[src/rtl/fifo_pkg.sv]
// fifo_pkg: shared widths and word type for the synchronous FIFO and its stream reader
package fifo_pkg;
    localparam int FIFO_WIDTH = 8;
    localparam int FIFO_DEPTH = 8;
    typedef logic [FIFO_WIDTH-1:0] fifo_word_t;
endpackage

[src/rtl/fifo_stream_rd_obuf2.sv]
// obuf2: 2-entry ordered output buffer; head holds its value once drained
module obuf2
    import fifo_pkg::*;
#(
    parameter int WIDTH = FIFO_WIDTH
) (
    input  logic             clk,
    input  logic             rst_n,
    input  logic             flush,
    input  logic             push,
    input  logic [WIDTH-1:0] din,
    input  logic             pop,
    output logic [WIDTH-1:0] head,
    output logic [1:0]       occ
);
    logic [WIDTH-1:0] tail;
    always_ff @(posedge clk or negedge rst_n) begin
        if (!rst_n) begin
            occ  <= '0;
            head <= '0;
            tail <= '0;
        end else if (flush) begin
            occ <= '0;
        end else begin
            occ <= occ + 2'(push) - 2'(pop);
            if (pop && occ == 2'd2) head <= tail;
            // new word lands in head only if head is free after this edge
            if (push && (occ == 2'd0 || (pop && occ == 2'd1))) head <= din;
            else if (push) tail <= din;
        end
    end
endmodule

[src/rtl/fifo_stream_rd.sv]
// fifo_stream_rd: pops the FIFO and presents words as a valid/ready stream with burst framing
module fifo_stream_rd
    import fifo_pkg::*;
#(
    parameter int WIDTH     = FIFO_WIDTH,
    parameter int BURST_LEN = 4
) (
    input  logic             clk,
    input  logic             rst_n,
    input  logic             flush,
    output logic             fifo_rd,
    input  logic             fifo_empty,
    input  logic [WIDTH-1:0] fifo_q,
    output logic             m_valid,
    output logic [WIDTH-1:0] m_data,
    output logic             m_last,
    input  logic             m_ready,
    output logic             busy
);
    localparam int BC_W = (BURST_LEN > 1) ? $clog2(BURST_LEN) : 1;
    localparam logic [BC_W-1:0] LAST_BEAT = BC_W'(BURST_LEN - 1);
    logic infl, pop;
    logic [1:0] occ;
    logic [BC_W-1:0] beat_cnt;
    assign m_valid = occ != 2'd0;
    assign pop     = m_valid & m_ready;
    // issue only if the word will still have a slot when it arrives
    assign fifo_rd = ~fifo_empty & ~flush & (({1'b0, occ} + 3'(infl)) < (3'd2 + 3'(pop)));
    assign m_last  = m_valid & (beat_cnt == LAST_BEAT);
    assign busy    = m_valid | infl;
    always_ff @(posedge clk or negedge rst_n) begin
        if (!rst_n) begin
            infl     <= 1'b0;
            beat_cnt <= '0;
        end else if (flush) begin
            infl     <= 1'b0;
            beat_cnt <= '0;
        end else begin
            infl <= fifo_rd;
            if (pop) beat_cnt <= (beat_cnt == LAST_BEAT) ? '0 : beat_cnt + BC_W'(1);
        end
    end
    obuf2 #(.WIDTH(WIDTH)) u_obuf (
        .clk  (clk),
        .rst_n(rst_n),
        .flush(flush),
        .push (infl & ~flush),
        .din  (fifo_q),
        .pop  (pop),
        .head (m_data),
        .occ  (occ)
    );
endmodule

[config.mk]
export PLATFORM = sky130hd
export DESIGN_NAME = fifo_stream_rd
export DESIGN_NICKNAME = d
export VERILOG_FILES = /design/src/rtl/fifo_pkg.sv /design/src/rtl/fifo_stream_rd_obuf2.sv /design/src/rtl/fifo_stream_rd.sv
export SDC_FILE = /design/constraint.sdc
export NUM_CORES = 1
export LEC_CHECK = 0
export CAP_MARGIN = 20
export CORE_UTILIZATION = 40
export DETAILED_ROUTE_END_ITERATION = 16
export PLACE_DENSITY = 0.77
export SETUP_SLACK_MARGIN = 0.2
export SLEW_MARGIN = 20
export SYNTH_ARGS = -nofsm -noshare
export SYNTH_HDL_FRONTEND = slang
export SYNTH_SLANG_ARGS = --single-unit
export TNS_END_PERCENT = 5
[constraint.sdc]
create_clock -name clk -period 2.7 [get_ports clk]
set_clock_uncertainty 0.2 [all_clocks]
set_input_delay 0.405 -clock clk [delete_from_list [all_inputs] [get_ports clk]]
set_output_delay 0.405 -clock clk [all_outputs]
set_load 0.1 [all_outputs]
* Word level (Yosys, flattened, before mapping)
Cells that the tools add are included.
Operators by class: add/sub/neg operators 5, equality and inequality tests 3, reduce and logical (&&, ||, !) cells 10, magnitude comparators 1, bitwise operators 9, muxes and demuxes 7
Operators by type and width (number):
- $mux W8 | 2
- $mux W2 | 4
- $reduce_bool A2 Y1 | 3
- $and A1 B1 Y1 | 5
- $eq A2 B2 Y1 const B | 2
- $add A2 B1 Y3 | 1
- $add A2 B1 Y3 const A | 1
- $logic_and A1 B1 Y1 | 3
- $lt A3 B3 Y1 | 1
- $not A1 Y1 | 3
- $reduce_and A3 Y1 | 1
- $add A2 B1 Y2 | 1
- $add A2 B1 Y2 const B | 1
- $eq A2 B1 Y1 const B | 1
- $logic_not A2 Y1 | 1
- $reduce_and A2 Y1 | 1
- $sub A2 B1 Y2 | 1
- $logic_or A1 B1 Y1 | 1
- $mux W1 | 1
- $or A1 B1 Y1 | 1
Storage, ports and cells: output and inout port bits 12, flip-flop bits (word level) 21, input bits 13, word-level logic and storage cells 40

* Logic depth before layout (Yosys ltp)
word-level depth 7, gate-level depth with buffers 8, gate-level depth less buffers 7

* Cells and area by module
Synthesis repeated with hierarchy kept, for this count alone.
Unflattened totals: cell total of the unflattened synthesis 80, area, all modules 1081.0 sq um
By module, submodules not included:
- obuf2 | times used 1, area each 875.8 sq um, cells an instance 60
- fifo_stream_rd | times used 1, area each 205.2 sq um, cells an instance 20

* Worst setup path before layout
No wires, ideal clock.
path kind register to output, start register u_obuf.occ[0], end output fifo_rd, cell stages (with the launch flop) 5, buffers on the path 0, setup slack -1.967 ns, arrival 4.062 ns, cells stage by stage dfrtp_1 -> ha_1 -> ha_1 -> o21ai_0 -> nor4b_1
Between the ends: cells in the longest elaborated chain, start to end 5, elaborated cells on any way between the ends 6, classes of those cells add/sub: 2; order compare: 1; bitwise: 2; reduce/logical: 1
Ends and longest elaborated chain:
- start: declaration | line fifo_stream_rd_obuf2.sv:14 | output logic [1:0] occ
- start signal: assignment | line fifo_stream_rd_obuf2.sv:25 | occ <= occ + 2'(push) - 2'(pop);
- $reduce_bool A2 Y1 | line fifo_stream_rd.sv:25 | assign m_valid = occ != 2'd0;
- $and A1 B1 Y1 | line fifo_stream_rd.sv:26 | assign pop = m_valid & m_ready;
- $add A2 B1 Y3 | line fifo_stream_rd.sv:28 | assign fifo_rd = ~fifo_empty & ~flush & (({1'b0, occ} + 3'(infl)) < (3'd2 + 3'(pop)));
- $lt A3 B3 Y1 * | line fifo_stream_rd.sv:28
- $and A1 B1 Y1 * | line fifo_stream_rd.sv:28
- end: declaration | line fifo_stream_rd.sv:11 | output logic fifo_rd,
Every way passes the cells marked *; elsewhere a longest branch is shown, timed or not.

* Worst setup path after layout
start input m_ready, end output fifo_rd
Between the ends: cells in the longest elaborated chain, start to end 4
Ends and longest elaborated chain:
- start: declaration | line fifo_stream_rd.sv:17 | input logic m_ready,
- $and A1 B1 Y1 | line fifo_stream_rd.sv:26
- $add A2 B1 Y3 | line fifo_stream_rd.sv:28
- $lt A3 B3 Y1 | line fifo_stream_rd.sv:28
- $and A1 B1 Y1 | line fifo_stream_rd.sv:28
Every way passes these cells.

==> results.md <==
- In this run the horizontal extent of the chip is between 50 and 60 um.
- Wire segments on met3 add up to about 120 um in the final route.
- TritonCTS built the clock tree.
- The worst path buffer plus inverter count is 2.
- The setup path with the least slack is of type in -> out.
- The synthesized netlist net count is 97.
- The share of cells above drive strength 1 is a little under two fifths.
- The final critical path takes up between 80% and 90% of the cycle.
- The placed instances occupy a cell area of approximately 1300 sq um.
- In this run the tightest slew margin relative to its limit is 70.5%.
- In this run the vertical extent of the chip is about 53 um.
- The maximum number of buffers from clock root to sink is 2.
- The first-pass GRT wire length is between 3 and 4 mm.
- The largest total area in the synthesized netlist belongs to dfrtp_1.
- Leaving out fill and tap cells, the most frequent cells in the layout are 19 x dfrtp_1, 14 x buf_4, 12 x clkdlybuf4s50_1.
- The post-route antenna net violation count is 0.
- The number of max-capacitance violations reported is 0.
- The fraction of synthesis flops using an asynchronous set or reset pin is 100%.
- The detailed router placed ~740 vias in this run.
- The reg-to-reg startpoint is u_obuf.occ[0].
- During placement, the flow inserted port buffers numbering 24.
- The leftover overflow at the end of global routing is 0.
- The number of antenna violations at the first check in global routing is 0.
- After synthesis, flip-flops and latches occupy 50.8% of the total area.
- The post-route DRC violation count is 0.
- The class of the worst hold path is in -> async.
- The core area is approximately 2500 sq um.
- Summed over all nets, wire length on met2 after detailed routing comes to ~1000 um.
- The launching element type of the critical path is an input pin.
- The number of placed I/O pins is 25.
- The largest fanout on the critical path is 5.
- The final wirelength is between 1.5 and 2 mm.
- The hold violation total from the final report came to 0.
- In the final design database the tool counted about 130 nets.
- The clock latency on the worst-skew pair is between 0.3 and 0.4 ns.
- The sort of element at the end of the critical path is an output pin.
- The total non-filler cell area in the finished layout is 1350 sq um.
- The run finished with clean final reports.
- Of the post-synthesis cell area, the dominant cell type holds between 50% and 60%.
- Among the stages of the critical path, the cell type that occurs most often is o21ai_1.
- After layout, the minimum clock period comes to approximately 2.4 ns.
- For this run, the number of Yosys warnings is 0.
- Setup repair after global routing left no endpoint under its margin.
- Data arrives at the worst endpoint at 1.75 ns.
- The die area is 2790 sq um.
- The number of pins exceeding their max-slew limit in the final report is 0.
- The highest routing layer actually used is met3.
- The initial utilization of the core area, before any placement, comes to a little over two fifths.
- The worst register-to-register path has a setup slack of between 0.6 and 0.7 ns.
- Entering global routing, the biggest net connects 22 pins.
- Timing would allow up to between 400 and 500 MHz.
- The data required time at the worst endpoint is approximately 2.1 ns.
- After detailed routing, the number of vias per cell comes to around 5.3.
- In this run, synthesis inferred 0 flip-flops with an integrated enable.
- Summing every instance area after synthesis gives ~1000 sq um.
- Setup violations remaining at the end of the flow were counted as 0.
- Summed over all failing endpoints, the final setup total negative slack is 0 ns.
- For the pin with the worst max-slew slack, the measured transition is between 0.4 and 0.5 ns.
- After synthesis, the cell types taking the most area are dfrtp_1 51%, mux2_2 11%, ha_1 6.0%.
- The post-synthesis sequential element count is 21.
- The number of antenna diodes in the final layout is 0.
- Synthesis produced between 70 and 80 cells.
- The clock tree root buffer cell is clkbuf_4.
- The most used flip-flop cell after synthesis is dfrtp_1.
- Clock tree synthesis inserted a total of 3 buffers.
- The number of global-route vias before repair came to about 700.
- The number of sinks handled by clock tree synthesis is 21.
- The number of optimization iterations in the first detailed-route pass is 4.
- The number of cell rows is 18.
- Tracing the worst setup path back leads to its startpoint at m_ready.
- The number of DRC violations after detailed-routing iteration 0 is 5.
- The congestion estimate from routability-driven global placement came to between 0.7 and 0.8.
- The routed length per instance is roughly 14 um.
- The post-synthesis to final-layout area growth is 30.4%.
- CTS built an H-tree with a depth of 1.
- In this run, distinct cell masters in the synthesized netlist total 28.
- The clock-pin transition on the worst setup and hold timing paths is 0.12 ns.
- The synthesized area per cell is between 10 and 15 sq um.
- For this block, wires on met1 add up to roughly 800 um.
- On the worst path, the slowest cell contributes a delay of about 0.52 ns.
- The largest individual stage delay along the critical path comes from the cell clkdlybuf4s50_1.
- Traced cell by cell, the critical path runs through clkdlybuf4s50_1 > o21ai_1 > o21ai_1 > nor4b_4 > buf_12.
- The total half-perimeter wirelength after legalization and detailed placement is about 1.5 mm.
- In this design, the largest share of critical-path delay is due to buffers and inverters.
- The commonest non-fill, non-tap cell in the layout is dfrtp_1.
- The total routing usage reported by global routing is roughly 16%.
- In this run, post-CTS hold repair placed 0 buffers.
[stage by stage]
stage | setup slack (ns) | std cells | util (%) | hold slack (ns)
2_1_floorplan | 0.117 | 79 | - | -0.0906
3_3_place_gp | 0.311 | 133 | 53.4 | 0.279
3_5_place_dp | 0.234 | 133 | 53.4 | 0.286
4_1_cts | 0.217 | 137 | 54.6 | 0.237
5_1_grt | 0.239 | 138 | 54.9 | 0.235
6_report | 0.344 | 138 | 54.9 | 0.228
[state kept, by name, summed over array words and instances, names as in the netlist]
| register | flops |
|---|---|
| u_obuf.tail | 8 |
| u_obuf.head | 8 |
| u_obuf.occ | 2 |
| infl | 1 |
| beat_cnt | 2 |
[worst paths after layout]
check	endpoint	depth (start not counted)
max in group asynchronous	u_obuf.occ[1]	2
worst max register to register	u_obuf.occ[1]	8
worst max-delay path	fifo_rd	5
min in group clk	u_obuf.tail[0]	1
worst min register to register	u_obuf.tail[0]	1
worst min-delay path	u_obuf.tail[2]	2
[synth_stat cells, types with 2 or more instances]
master,n
o21ai_0,2
or3_1,2
nor2_1,2
and2_0,6
mux2_4,2
ha_1,5
a221o_1,6
mux2_2,10
nor4b_1,2
dfrtp_1,21
inv_1,4
[metal layers]
metal,global-route usage (%),vias up
li1,-,345
met1,18.4,370
met2,28.7,22
met3,6.03,0
met4,2.63,0
met5,0,-
[cell families after synthesis]
kind of cell               Yosys count  synth area share [%]
and+or+nand+nor                     21                  14.4
DFF                                 21                  50.8
muxes                               13                  14.8
AOI/OAI and AO/OA                   11                  9.31
buffers and inverters                6                  3.02
adders and majority gates            5                  6.05
xor gates and xnor gates             2                  1.69
[worst reg2reg max path: stages (launching register included)]
cell,delay [ns]
dfrtp_2,0.44
buf_4,0.16
o21ai_1,0.31
inv_1,0.08
ha_1,0.28
inv_1,0.04
ha_1,0.18
xnor2_1,0.18
nor2_1,0.06
[final cells by class]
type / instances / area [sq um]
multi-input cells: 52 / 495
inverters: 4 / 15.0
repair buffers: 27 / 245
fillers: 223 / 1110
well taps: 30 / 37.5
clock inverters: 1 / 5.00
clock buffers: 3 / 22.5
flip-flops and latches: 21 / 528
[repair_timing]
item | 4_1_cts | 5_1_grt
endpoints found under the setup margin | 1 | 1
resized for setup | 1 | 2
pin swaps | 0 | 0
setup buffers | 0 | 1
Power is not shown: default switching activity piles up to over one toggle a cycle in this logic, so the estimate is an artifact.
